**src/rtl/magia_eoc_pkg.sv**
```systemverilog
// Shared types and helpers for the MAGIA multi-tile EOC collector.
// Supports up to EOC_MAX_W tiles and exit codes up to EOC_MAX_W bits.
package magia_eoc_pkg;

    typedef enum logic [1:0] {
        EOC_IDLE = 2'd0,
        EOC_RUN  = 2'd1,
        EOC_DONE = 2'd2
    } eoc_state_e;

    localparam int unsigned EOC_MAX_W = 64;

    localparam logic [EOC_MAX_W-1:0] EOC_EXIT_TIMEOUT = '1;

    // Index of the lowest set bit; 0 when the vector is empty.
    function automatic int eoc_lowest_set(input logic [EOC_MAX_W-1:0] vec);
        int idx;
        idx = 0;
        for (int i = EOC_MAX_W - 1; i >= 0; i--) begin
            if (vec[i]) idx = i;
        end
        return idx;
    endfunction

endpackage

```
**src/rtl/magia_eoc_slot.sv**
```systemverilog
// One tile's sticky EOC capture: first EOC while enabled latches the exit
// code and fail bit; later EOC/code activity is ignored until clr_i.
module magia_eoc_slot #(
    parameter int unsigned EXIT_W = 32
) (
    input  logic              clk_i,
    input  logic              rst_ni,
    input  logic              clr_i,
    input  logic              en_i,
    input  logic              eoc_i,
    input  logic [EXIT_W-1:0] code_i,
    output logic              seen_o,
    output logic              fail_o,
    output logic              seen_d_o,
    output logic              fail_d_o,
    output logic [EXIT_W-1:0] code_d_o
);

    logic              seen_q, seen_d;
    logic              fail_q, fail_d;
    logic [EXIT_W-1:0] code_q, code_d;

    always_comb begin
        seen_d = seen_q;
        fail_d = fail_q;
        code_d = code_q;
        if (clr_i) begin
            seen_d = 1'b0;
            fail_d = 1'b0;
            code_d = '0;
        end else if (en_i && eoc_i && !seen_q) begin
            seen_d = 1'b1;
            code_d = code_i;
            fail_d = |code_i;
        end
    end

    always_ff @(posedge clk_i or negedge rst_ni) begin
        if (!rst_ni) begin
            seen_q <= 1'b0;
            fail_q <= 1'b0;
            code_q <= '0;
        end else begin
            seen_q <= seen_d;
            fail_q <= fail_d;
            code_q <= code_d;
        end
    end

    assign seen_o   = seen_q;
    assign fail_o   = fail_q;
    assign seen_d_o = seen_d;
    assign fail_d_o = fail_d;
    assign code_d_o = code_d;

endmodule

```
**src/rtl/magia_eoc_collector.sv**
```systemverilog
// Multi-tile run controller / EOC collector with one aggregate verdict.
// Define MAGIA_EOC_TIMEOUT_EN to build in the RUN-cycle watchdog.
module magia_eoc_collector
    import magia_eoc_pkg::*;
#(
    parameter int unsigned N_TILES = 4,
    parameter int unsigned EXIT_W  = 32,
    parameter int unsigned TMO_W   = 32,
    parameter int unsigned ID_W    = (N_TILES > 1) ? $clog2(N_TILES) : 1
) (
    input  logic                           clk_i,
    input  logic                           rst_ni,
    input  logic                           start_i,
    input  logic                           clear_i,
    input  logic [TMO_W-1:0]               timeout_cycles_i,
    input  logic [N_TILES-1:0]             tile_eoc_i,
    input  logic [N_TILES-1:0][EXIT_W-1:0] tile_exit_code_i,
    output logic [N_TILES-1:0]             fetch_en_o,
    output logic                           busy_o,
    output logic                           done_o,
    output logic [EXIT_W-1:0]              exit_code_o,
    output logic [N_TILES-1:0]             eoc_mask_o,
    output logic [N_TILES-1:0]             fail_mask_o,
    output logic [ID_W-1:0]                first_fail_id_o,
    output logic                           first_fail_vld_o,
    output logic                           timeout_o
);

    eoc_state_e                     state_q, state_d;
    logic [ID_W-1:0]                ff_id_q, ff_id_d, ff_sel;
    logic                           ff_vld_q, ff_vld_d;
    logic [EXIT_W-1:0]              exit_q, exit_d;
    logic                           tmo_q, tmo_d;
    logic                           start_acc, clr_all, run_en, timeout_hit;
    logic [N_TILES-1:0]             seen_d, fail_d;
    logic [N_TILES-1:0][EXIT_W-1:0] code_d;

    assign start_acc = (state_q == EOC_IDLE) && start_i && !clear_i;
    assign clr_all   = clear_i || start_acc;
    assign run_en    = (state_q == EOC_RUN);

    for (genvar i = 0; i < N_TILES; i++) begin : g_slot
        magia_eoc_slot #(.EXIT_W(EXIT_W)) u_slot (
            .clk_i    (clk_i),
            .rst_ni   (rst_ni),
            .clr_i    (clr_all),
            .en_i     (run_en),
            .eoc_i    (tile_eoc_i[i]),
            .code_i   (tile_exit_code_i[i]),
            .seen_o   (eoc_mask_o[i]),
            .fail_o   (fail_mask_o[i]),
            .seen_d_o (seen_d[i]),
            .fail_d_o (fail_d[i]),
            .code_d_o (code_d[i])
        );
    end

`ifdef MAGIA_EOC_TIMEOUT_EN
    logic [TMO_W-1:0] cnt_q, cnt_d, lim_q, lim_d;

    // Limit is latched at start so the run is immune to later input changes.
    always_comb begin
        cnt_d = cnt_q;
        lim_d = lim_q;
        if (start_acc) begin
            cnt_d = '0;
            lim_d = timeout_cycles_i;
        end else if (run_en && (cnt_q != '1)) begin
            cnt_d = cnt_q + TMO_W'(1);
        end
    end

    always_ff @(posedge clk_i or negedge rst_ni) begin
        if (!rst_ni) begin
            cnt_q <= '0;
            lim_q <= '0;
        end else begin
            cnt_q <= cnt_d;
            lim_q <= lim_d;
        end
    end

    assign timeout_hit = (lim_q != '0) && (cnt_q >= lim_q);
`else
    logic unused_tmo;
    assign unused_tmo  = ^timeout_cycles_i;
    assign timeout_hit = 1'b0;
`endif

    // With no earlier fail, every bit in fail_d is new, so lowest index wins.
    assign ff_sel = ID_W'(eoc_lowest_set(EOC_MAX_W'(fail_d)));

    always_comb begin
        state_d  = state_q;
        ff_id_d  = ff_id_q;
        ff_vld_d = ff_vld_q;
        exit_d   = exit_q;
        tmo_d    = tmo_q;
        if (clr_all) begin
            ff_id_d  = '0;
            ff_vld_d = 1'b0;
            exit_d   = '0;
            tmo_d    = 1'b0;
        end
        case (state_q)
            EOC_IDLE: if (start_acc) state_d = EOC_RUN;
            EOC_RUN: begin
                if (clear_i) begin
                    state_d = EOC_IDLE;
                end else begin
                    if (!ff_vld_q && (|fail_d)) begin
                        ff_vld_d = 1'b1;
                        ff_id_d  = ff_sel;
                    end
                    if (&seen_d) begin
                        state_d = EOC_DONE;
                        exit_d  = ff_vld_d ? code_d[ff_id_d] : '0;
                    end else if (timeout_hit) begin
                        state_d = EOC_DONE;
                        tmo_d   = 1'b1;
                        exit_d  = EXIT_W'(EOC_EXIT_TIMEOUT);
                    end
                end
            end
            EOC_DONE: if (clear_i) state_d = EOC_IDLE;
            default:  state_d = EOC_IDLE;
        endcase
    end

    always_ff @(posedge clk_i or negedge rst_ni) begin
        if (!rst_ni) begin
            state_q  <= EOC_IDLE;
            ff_id_q  <= '0;
            ff_vld_q <= 1'b0;
            exit_q   <= '0;
            tmo_q    <= 1'b0;
        end else begin
            state_q  <= state_d;
            ff_id_q  <= ff_id_d;
            ff_vld_q <= ff_vld_d;
            exit_q   <= exit_d;
            tmo_q    <= tmo_d;
        end
    end

    assign busy_o           = (state_q == EOC_RUN);
    assign done_o           = (state_q == EOC_DONE);
    assign fetch_en_o       = {N_TILES{busy_o}};
    assign exit_code_o      = exit_q;
    assign first_fail_id_o  = ff_id_q;
    assign first_fail_vld_o = ff_vld_q;
    assign timeout_o        = tmo_q;

endmodule

```
**config.mk**
```make
export PLATFORM = sky130hd
export DESIGN_NAME = magia_eoc_collector
export DESIGN_NICKNAME = d
export VERILOG_FILES = /design/src/rtl/magia_eoc_pkg.sv /design/src/rtl/magia_eoc_slot.sv /design/src/rtl/magia_eoc_collector.sv
export SDC_FILE = /design/constraint.sdc
export NUM_CORES = 1
export LEC_CHECK = 0
export CAP_MARGIN = 10
export CORE_ASPECT_RATIO = 1.1
export CORE_UTILIZATION = 40
export DETAILED_ROUTE_END_ITERATION = 10
export GPL_TIMING_DRIVEN = 0
export PLACE_DENSITY_LB_ADDON = 0.12
export SYNTH_ARGS = -nofsm -noshare
export SYNTH_HDL_FRONTEND = slang
export SYNTH_HIERARCHICAL = 1
export SYNTH_SLANG_ARGS = --single-unit
```
**constraint.sdc**
```tcl
create_clock -name clk_i -period 7.9 [get_ports clk_i]
set_clock_uncertainty 0.05 [all_clocks]
set_input_delay 1.58 -clock clk_i [delete_from_list [all_inputs] [get_ports clk_i]]
set_output_delay 1.58 -clock clk_i [all_outputs]
set_load 0.03 [all_outputs]
```
==> flow_metrics.env, run 1 <==
export IMPL_floorplan_rows=58
export IMPL_clock_power_share_pct=40.0
export IMPL_via_density_per_instance=5.540
export IMPL_post_synth_instance_area_mm2=0.009495
export IMPL_drt_wl_total_um=30170
export IMPL_globalRouteTotalUtil_pct=25.19
export IMPL_syn_avg_cell_area_um2=8.743
export IMPL_timing_final_max_slew_violations=0
export IMPL_detail_route_wl_per_cell_um=18.83
export IMPL_final_nets=1457
export IMPL_cts_buffers_inserted=17
export IMPL_worst_skew_pair_latency_ps=430
export IMPL_worst_path_max_fanout=13
export IMPL_post_cts_setup_buffer_count=0
export IMPL_port_buffers=183
export IMPL_preCtsSetupSlack_ps=1910
export IMPL_postSynthCellCount=1086
export IMPL_worst_setup_path_start_kind="input port"
export IMPL_yosysWarnings=6
export IMPL_synth_largest_area_cell="sky130_fd_sc_hd__dfrtp_1"
export IMPL_setup_total_negative_slack_ps=0
export IMPL_htreeDepth=4
export IMPL_routabilityCongestion=0.8573
export IMPL_timing_final_hold_violations=0
export IMPL_synthToLayoutAreaGrowth_pct=30.14
export IMPL_postSynth_topFlopCell="sky130_fd_sc_hd__dfrtp_1"
export IMPL_synth_cells_most_frequent="261 x sky130_fd_sc_hd__nand2_1, 173 x sky130_fd_sc_hd__dfrtp_1, 118 x sky130_fd_sc_hd__o21ai_0"
export IMPL_yosys_register_bits=173
export IMPL_postCtsHoldBufs=0
export IMPL_floorplan_initialDensity_pct=41.15
export IMPL_place_detailed_instances=1570
export IMPL_total_via_count_in_the_routed_design=8875
export IMPL_setup_viol=0
export IMPL_fmax_ghz=0.1777
export IMPL_io_pins=218
export IMPL_drive_gt1_share_pct=13.36
export IMPL_grt_antenna_before_repair=0
export IMPL_ys_seq_area_share_pct=45.59
export IMPL_post_route_period_util_pct=71.25
export IMPL_setup_repair_after_global_routing_missed_its_margin="false"
export IMPL_synthesis_nets=1254
export IMPL_number_of_global_route_vias_before_repair=8594
export IMPL_setup_ws_ps=2272
export IMPL_cts_sink_count=173
export IMPL_hpwlAfterDp_um=23390
export IMPL_status="finished clean"
export IMPL_worst_hold_path_type="flop to flop"
export IMPL_synth_async_sr_flop_share_pct=100.0
export IMPL_die_outline_area_mm2=0.02436
export IMPL_cts_root_buf="sky130_fd_sc_hd__clkbuf_16"
export IMPL_post_layout_min_period_ps=5628
export IMPL_rrSetupSlack_ps=3480
export IMPL_power_density_mw_per_mm2=179.5
export IMPL_p_comb_share_pct=18.9
export IMPL_drt_first_iter_violations=634
export IMPL_grt_ovfl_total=0
export IMPL_grt_max_degree=108
export IMPL_total_of_max_cap_violations=0
export IMPL_finalNonFillerCells=1602
export IMPL_total_power_w=0.002218
export IMPL_drtPass1Iterations=5
export IMPL_data_arrival_time_at_the_worst_slack_endpoint_ps=5890
export IMPL_peakVddDrop_uv=175.6
export IMPL_post_synth_main_area_contributors="sky130_fd_sc_hd__dfrtp_1 46%, sky130_fd_sc_hd__nand2_1 10%, sky130_fd_sc_hd__a21oi_2 6.3%, sky130_fd_sc_hd__a32o_1 6.2%, sky130_fd_sc_hd__o21ai_0 6.2%"
export IMPL_yosys_cell_count_top_type="sky130_fd_sc_hd__nand2_1"
export IMPL_grt_first_pass_wirelength_um=46660
export IMPL_switching_share_pct=28.74
export IMPL_postRouteAntennaNets=0
export IMPL_clockBufferDepth=2
export IMPL_tritoncts="done"
export IMPL_synth_top_area_share_pct=45.59
export IMPL_ys_types=40
export IMPL_slew_at_the_pin_with_the_worst_max_slew_slack_ps=868.0
export IMPL_synth_edff_count=0
export IMPL_dieWidth_um=148.9
export IMPL_route_detailed_drc=0
export IMPL_post_cts_resize_count=0
export IMPL_seqPwrFrac_pct=41.1
export IMPL_num_antenna_cells=0
export IMPL_fp_dieH_um=163.6
export IMPL_power_switching_w=0.0006375
export IMPL_placeableCoreArea_mm2=0.02308
export IMPL_setup_worst_path_class="input port to flop"
export IMPL_slew_headroom_pct=42.13
export IMPL_timing_critical_path_to_type="flop"
export IMPL_cts_clk_slew_worst_paths_ps=70
export IMPL_power_leakage_nw=4.647
export IMPL_cp_required_ps=8170
export IMPL_p_int_w=0.001581
per-stage QoR:
stage               cell area, um^2  util, %  hold WS (ps)
finish                        12360    53.55         433.9
global route                  12360    53.55         460.1
CTS                           12360    53.55         435.7
detailed placement            11740    50.85         419.9
global placement              11700    50.71         413.1
floorplan                      9495        -         444.0
worst paths after layout:
kind | startpoint | end | cells after the start
worst max-delay path | start_i | exit_code_o[30] | 15
worst min-delay path | exit_code_o[30] | exit_code_o[30] | 2
worst max register to register | state_q[0] | exit_code_o[30] | 14
worst min register to register | exit_code_o[30] | exit_code_o[30] | 2
max in group asynchronous | rst_ni | g_slot[2].u_slot/code_q[21] | 2
min in group asynchronous | rst_ni | g_slot[3].u_slot/code_q[4] | 1
state kept, by name, summed over array words and instances, names as in the netlist:
signal                count
exit_code_o              32
first_fail_id_o           2
first_fail_vld_o          1
g_slot.u_slot/code_q    128
g_slot.u_slot/fail_o      4
g_slot.u_slot/seen_o      4
state_q                   2
cell type report:
| type | count | area (um^2) |
|---|---|---|
| plain buffers | 108 | 614.3 |
| clock buffers | 18 | 439.2 |
| clock inverters | 14 | 182.7 |
| fillers | 2216 | 10720 |
| inverters | 39 | 146.4 |
| multi-input cells | 766 | 4405 |
| flip-flops and latches | 173 | 4329 |
| well taps | 300 | 375.4 |
| repair buffers | 184 | 1864 |
placed cells by master, fill, tap and decap left out, types with 5 or more instances in the layout:
master                            netlist  final
sky130_fd_sc_hd__a21oi_2               68     68
sky130_fd_sc_hd__nor4_1                33     33
sky130_fd_sc_hd__clkdlybuf4s50_1        0    182
sky130_fd_sc_hd__buf_2                 38     38
sky130_fd_sc_hd__a211oi_1              34     34
sky130_fd_sc_hd__o211ai_1              29     29
sky130_fd_sc_hd__dfrtp_1              173    173
sky130_fd_sc_hd__a21oi_1               71     71
sky130_fd_sc_hd__nand2_1              261    261
sky130_fd_sc_hd__nor3_1                29     29
sky130_fd_sc_hd__buf_4                  5      5
sky130_fd_sc_hd__nor2_1                 9      9
sky130_fd_sc_hd__o21ai_0              118    118
sky130_fd_sc_hd__buf_6                 19     19
sky130_fd_sc_hd__a32o_1                59     59
sky130_fd_sc_hd__clkbuf_16              0     17
sky130_fd_sc_hd__inv_1                 36     36
sky130_fd_sc_hd__nand4_1                9      9
sky130_fd_sc_hd__clkbuf_1              43     43
worst max-delay path, stage by stage:
cell,delay [ps]
sky130_fd_sc_hd__clkdlybuf4s50_1,520
sky130_fd_sc_hd__nor3b_1,400
sky130_fd_sc_hd__nor2_1,180
sky130_fd_sc_hd__inv_2,110
sky130_fd_sc_hd__clkbuf_1,510
sky130_fd_sc_hd__buf_2,320
sky130_fd_sc_hd__a21oi_1,60
sky130_fd_sc_hd__o31a_1,200
sky130_fd_sc_hd__nor2b_1,170
sky130_fd_sc_hd__clkbuf_1,170
sky130_fd_sc_hd__o21bai_1,590
sky130_fd_sc_hd__nand2_1,340
sky130_fd_sc_hd__buf_2,300
sky130_fd_sc_hd__a221oi_1,340
sky130_fd_sc_hd__o31ai_1,100
cell families (layout without fill, tap and decap cells):
logic type	after synthesis	after routing	share of synthesized area (%)
and+or+nand+nor	366	366	17.22
other	1	1	0.03949
DFF	173	173	45.59
AOI/OAI and AO/OA	399	399	29.13
buffers and inverters	147	363	8.012
power groups by stage:
stage	Sequential (W)	Clock, W	Combinational [W]
CTS	0.000912	0.000902	0.000417
finish	0.000912	0.000888	0.000418
global route	0.000914	0.000945	0.000456
floorplan	0.000932	0	0.000222
global placement	0.000929	0	0.000411
detailed placement	0.000929	0	0.000415
metal layers:
metal | routed length (um) | global-route usage [%]
met4 | 670 | 7.792
met1 | 13630 | 33.53
met5 | 0 | 0
met3 | 1476 | 4.497
met2 | 14400 | 41.46
Power figures use the tool's default switching activity.
==> run 2: changes to the inputs <==
- clock period: 7.9 -> 5.3 ns (I/O delays scaled with it)
==> flow_metrics.env, run 2 (same netlist as run 1, synthesis figures left out) <==
export IMPL_status="finished clean"
export IMPL_postCtsHoldBufs=0
export IMPL_layout_common_cells="261 x sky130_fd_sc_hd__nand2_1, 182 x sky130_fd_sc_hd__clkdlybuf4s50_1, 173 x sky130_fd_sc_hd__dfrtp_1"
export IMPL_layout_cells_most_common="sky130_fd_sc_hd__nand2_1"
export IMPL_timing_final_hold_violations=0
export IMPL_timing_critical_path_cells="clkdlybuf4s50_1 > nor3b_1 > nor2_1 > inv_2 > clkbuf_1 > buf_2 > a21oi_1 > o31a_1 > buf_6 > nor4_4 > o32a_1 > or2_1 > buf_2 > buf_2 > o211ai_1 > a32o_1"
export IMPL_post_route_period_util_pct=93.22
export IMPL_top_usage_layer="met2"
export IMPL_io_pins=218
export IMPL_placeableCoreArea_mm2=0.02308
export IMPL_power_density_mw_per_mm2=267.6
export IMPL_critical_path_max_stage_delay_ps=520
export IMPL_post_cts_setup_buffer_count=0
export IMPL_route_detailed_drc=0
export IMPL_peakVddDrop_uv=261.1
export IMPL_power_switching_w=0.0009512
export IMPL_final_core_utilization_pct=53.56
export IMPL_cts_sink_count=173
export IMPL_routabilityCongestion=0.8573
export IMPL_floorplan_rows=58
export IMPL_detail_route_wl_per_cell_um=18.84
export IMPL_postRouteAntennaNets=0
export IMPL_worst_hold_path_type="flop to flop"
export IMPL_largest_reg_flops=128
export IMPL_cts_root_buf="sky130_fd_sc_hd__clkbuf_16"
export IMPL_hpwlAfterDp_um=23390
export IMPL_total_power_w=0.003308
export IMPL_power_leakage_nw=4.647
export IMPL_total_via_count_in_the_routed_design=8879
export IMPL_grt_max_degree=108
export IMPL_drt_first_iter_violations=607
export IMPL_total_of_max_cap_violations=0
export IMPL_drt_wl_total_um=30190
export IMPL_clock_power_share_pct=40.0
export IMPL_drive_gt1_share_pct=13.44
export IMPL_setup_viol=0
export IMPL_slew_headroom_pct=42.06
export IMPL_cts_buffers_inserted=17
export IMPL_largest_register="g_slot.u_slot/code_q"
export IMPL_use_met1_pct=33.53
export IMPL_tritoncts="done"
export IMPL_p_int_w=0.002357
export IMPL_floorplan_initialDensity_pct=41.15
export IMPL_grt_first_pass_wirelength_um=46660
export IMPL_grt_util_met3_pct=4.497
export IMPL_p_comb_share_pct=18.8
export IMPL_post_layout_min_period_ps=4941
export IMPL_slew_at_the_pin_with_the_worst_max_slew_slack_ps=869.1
export IMPL_fp_dieH_um=163.6
export IMPL_port_buffers=183
export IMPL_timing_critical_path_to_type="flop"
export IMPL_placement_cell_area_mm2=0.01174
export IMPL_setup_repair_after_global_routing_missed_its_margin="false"
export IMPL_synthToLayoutAreaGrowth_pct=30.18
export IMPL_grt_ovfl_total=0
export IMPL_drtPass1Iterations=6
export IMPL_number_of_global_route_vias_before_repair=8594
export IMPL_num_antenna_cells=0
export IMPL_htreeDepth=4
export IMPL_seqPwrFrac_pct=41.1
export IMPL_critical_path_slowest_cell="sky130_fd_sc_hd__clkdlybuf4s50_1"
export IMPL_cpMostUsedCell="sky130_fd_sc_hd__buf_2"
export IMPL_dieWidth_um=148.9
export IMPL_cp_required_ps=5570
export IMPL_setup_worst_path_class="input port to flop"
export IMPL_worst_setup_path_start_kind="input port"
export IMPL_die_outline_area_mm2=0.02436
export IMPL_switching_share_pct=28.76
export IMPL_timing_final_max_slew_violations=0
export IMPL_worst_skew_pair_latency_ps=430
export IMPL_fmax_ghz=0.2024
export IMPL_cts_clk_slew_worst_paths_ps=70
export IMPL_globalRouteTotalUtil_pct=25.19
export IMPL_via_density_per_instance=5.542
export IMPL_grt_antenna_before_repair=0
export IMPL_groute_layer_met2_usage_pct=41.46
export IMPL_stdcell_area_mm2=0.01236
export IMPL_worst_path_max_fanout=13
export IMPL_data_arrival_time_at_the_worst_slack_endpoint_ps=5220
export IMPL_final_nets=1457
export IMPL_clockBufferDepth=2
run 2: cell counts in the layout (fill, tap and decap cells not counted):
No cell type changed its count.
run 2: final cells by class:
class,instances,area [um^2]
Buffer,108,614.3
Clock buffer,18,439.2
Clock inverter,14,182.7
Fill cell,2216,10720
Inverter,39,146.4
Multi-Input combinational cell,766,4409
Sequential cell,173,4329
Tap cell,300,375.4
Timing Repair Buffer,184,1864
run 2: worst paths after layout:
kind,startpoint,to,slack (ps),cells after the start
max,start_i,exit_code_o[0],360,16
min,exit_code_o[30],exit_code_o[30],430,2
max reg2reg,state_q[0],exit_code_o[0],1050,15
min reg2reg,exit_code_o[30],exit_code_o[30],430,2
max in group asynchronous,rst_ni,g_slot[2].u_slot/code_q[21],3800,2
min in group asynchronous,rst_ni,g_slot[3].u_slot/code_q[4],570,1
run 2: power groups by stage:
stage          sequential [W]  clock, W  combinational (W)
2_1_floorplan         0.00139         0           0.000331
6_report              0.00136   0.00132           0.000623
4_1_cts               0.00136   0.00134           0.000621
3_3_place_gp          0.00139         0           0.000613
3_5_place_dp          0.00138         0           0.000618
5_1_grt               0.00136   0.00141           0.000680
run 2: repair_timing:
action                     CTS  global route
hold endpoints to repair     0             0
gates resized for setup      0             1
setup endpoints to repair    0             1
run 2: per-stage QoR:
stage	worst slack (ps)	setup TNS (ps)	cells	hold WS [ps]
2_1_floorplan	1413	0	1086	444.0
3_3_place_gp	-4238	-732710	1569	413.1
3_5_place_dp	-169.9	-961.1	1570	419.9
4_1_cts	274.5	0	1602	435.7
5_1_grt	96.97	0	1602	460.1
6_report	359.2	0	1602	434.1
run 2: worst max-delay path: cells and delay by family:
kind            cells  cell delay (ps)
compound gates      5              970
simple gates        4             1040
buf+inv             7             2120
run 2: layer usage:
layer	wire length (um)	share of wire [%]	vias up
met1	13540	45	4240
met3	1562	5.2	35
li1	-	-	4303
met5	0	0	-
met2	14440	48	301
met4	643	2.1	0
==> run 3: changes to the inputs <==
- CTS_BUF_LIST: unset -> sky130_fd_sc_hd__clkbuf_8
==> flow_metrics.env, run 3 (same netlist as run 1, synthesis figures left out) <==
export IMPL_setup_viol=0
export IMPL_postCtsHoldBufs=0
export IMPL_slew_at_the_pin_with_the_worst_max_slew_slack_ps=876.9
export IMPL_timing_final_max_slew_violations=0
export IMPL_setup_total_negative_slack_ps=0
export IMPL_power_density_mw_per_mm2=246.0
export IMPL_setup_worst_path_class="input port to flop"
export IMPL_postRouteAntennaNets=0
export IMPL_finalNonFillerCells=1602
export IMPL_via_density_per_instance=5.534
export IMPL_groute_layer_met2_usage_pct=41.21
export IMPL_total_power_w=0.002994
export IMPL_setup_repair_after_global_routing_missed_its_margin="false"
export IMPL_worst_skew_pair_latency_ps=470
export IMPL_cts_root_buf="sky130_fd_sc_hd__clkbuf_8"
export IMPL_timing_final_hold_violations=0
export IMPL_power_leakage_nw=4.560
export IMPL_total_via_count_in_the_routed_design=8866
export IMPL_num_antenna_cells=0
export IMPL_drt_first_iter_violations=700
export IMPL_post_layout_min_period_ps=4833
export IMPL_routabilityCongestion=0.8573
export IMPL_tritoncts="done"
export IMPL_final_nets=1457
export IMPL_grt_first_pass_wirelength_um=46450
export IMPL_io_pins=218
export IMPL_layout_cells_most_common="sky130_fd_sc_hd__nand2_1"
export IMPL_largest_reg_flops=128
export IMPL_post_route_period_util_pct=91.19
export IMPL_timing_critical_path_cells="clkdlybuf4s50_1 > nor3b_1 > nor2_1 > inv_2 > clkbuf_1 > buf_2 > a21oi_1 > o31a_1 > buf_6 > nor4_4 > o32a_1 > or2_1 > buf_2 > buf_2 > o211ai_1 > a32o_1"
export IMPL_timing_critical_path_buf_inv=7
export IMPL_critical_path_slowest_cell="sky130_fd_sc_hd__clkdlybuf4s50_1"
export IMPL_port_buffers=183
export IMPL_cts_clk_slew_worst_paths_ps=100
export IMPL_dieWidth_um=148.9
export IMPL_floorplan_initialDensity_pct=41.15
export IMPL_fp_dieH_um=163.6
export IMPL_status="finished clean"
export IMPL_grt_max_degree=108
export IMPL_detail_route_wl_per_cell_um=18.78
export IMPL_fmax_ghz=0.2069
export IMPL_peakVddDrop_uv=146.8
export IMPL_clockBufferDepth=2
export IMPL_die_outline_area_mm2=0.02436
export IMPL_data_arrival_time_at_the_worst_slack_endpoint_ps=5150
export IMPL_grt_antenna_before_repair=0
export IMPL_grt_ovfl_total=0
export IMPL_largest_register="g_slot.u_slot/code_q"
export IMPL_worst_hold_path_type="flop to flop"
export IMPL_total_of_max_cap_violations=0
export IMPL_use_met1_pct=33.49
export IMPL_globalRouteTotalUtil_pct=24.93
export IMPL_floorplan_rows=58
export IMPL_slew_headroom_pct=41.54
export IMPL_route_detailed_drc=0
export IMPL_cpMostUsedCell="sky130_fd_sc_hd__buf_2"
export IMPL_place_detailed_instances=1570
export IMPL_grt_util_met3_pct=3.687
export IMPL_cts_sink_count=173
export IMPL_top_usage_layer="met2"
export IMPL_worst_path_max_fanout=13
export IMPL_timing_critical_path_to_type="flop"
export IMPL_drive_gt1_share_pct=13.44
export IMPL_drt_wl_total_um=30080
export IMPL_worst_setup_path_start_kind="input port"
export IMPL_cp_required_ps=5620
export IMPL_synthToLayoutAreaGrowth_pct=28.16
export IMPL_cts_buffers_inserted=17
export IMPL_placeableCoreArea_mm2=0.02308
export IMPL_critical_path_max_stage_delay_ps=510
export IMPL_drtPass1Iterations=5
export IMPL_critical_path_top_delay_family="buffers and inverters"
export IMPL_layout_common_cells="261 x sky130_fd_sc_hd__nand2_1, 182 x sky130_fd_sc_hd__clkdlybuf4s50_1, 173 x sky130_fd_sc_hd__dfrtp_1"
export IMPL_hpwlAfterDp_um=23390
export IMPL_htreeDepth=4
export IMPL_number_of_global_route_vias_before_repair=8579
[run 3: cell types whose count changed in the layout (fill, tap and decap cells not counted)]
cell                        previous run  this run
sky130_fd_sc_hd__clkbuf_16            17         0
sky130_fd_sc_hd__clkbuf_8              1        18
[run 3: power by group]
| group | total, W | internal, W | switching [W] |
|---|---|---|---|
| Combinational | 0.000624 | 0.000244 | 0.000380 |
| Sequential | 0.00136 | 0.00135 | 0.0000114 |
| Clock | 0.00101 | 0.000488 | 0.000523 |
[run 3: cell type report]
type	instances	area [um^2]
fill	2240	10910
tap	300	375.4
multi-input combinational	766	4409
clock buffer	18	247.7
clock inverter	14	182.7
sequential	173	4329
inverter	39	146.4
buffer	108	614.3
timing repair buffer	184	1864
[run 3: through the flow]
| step | setup WS [ps] | instance area (um^2) | hold WS [ps] | utilization (%) |
|---|---|---|---|---|
| 2_1_floorplan | 1413 | 9495 | 444.0 | - |
| 4_1_cts | 320.8 | 12170 | 442.4 | 52.72 |
| 6_report | 467.1 | 12170 | 438.7 | 52.73 |
| 5_1_grt | 133.8 | 12170 | 467.5 | 52.73 |
| 3_3_place_gp | -4238 | 11700 | 413.1 | 50.71 |
| 3_5_place_dp | -169.9 | 11740 | 419.9 | 50.85 |
[run 3: path summary, 6_finish.rpt]
| kind | startpoint | endpoint | slack [ps] | cells after the start |
|---|---|---|---|---|
| worst max-delay path | start_i | exit_code_o[0] | 470 | 16 |
| max in group asynchronous | rst_ni | g_slot[2].u_slot/code_q[21] | 3830 | 2 |
| worst max register to register | state_q[0] | exit_code_o[0] | 1110 | 15 |
| worst min-delay path | exit_code_o[27] | exit_code_o[27] | 440 | 2 |
| min in group asynchronous | rst_ni | g_slot[3].u_slot/code_q[4] | 540 | 1 |
| worst min register to register | exit_code_o[27] | exit_code_o[27] | 440 | 2 |
[run 3: what timing repair did]
action / 4_1_cts / 5_1_grt
endpoints found under the setup margin: 0 / 1
gates resized for setup: 0 / 1
buffers inserted: 0 / 0
[run 3: tightest hold or removal path: cells and delay by family (launching register included)]
kind,cells,cell delay (ps)
AND/OR/NAND/NOR,1,50
flip-flops,1,360
AO/OA/AOI/OAI,1,50
[run 3: metal layers]
layer | up-vias | routed length, um | part of all wire, %
li1 | 4298 | - | -
met4 | 0 | 617 | 2.1
met2 | 295 | 14430 | 48
met5 | - | 0 | 0
met3 | 38 | 1470 | 4.9
met1 | 4235 | 13570 | 45
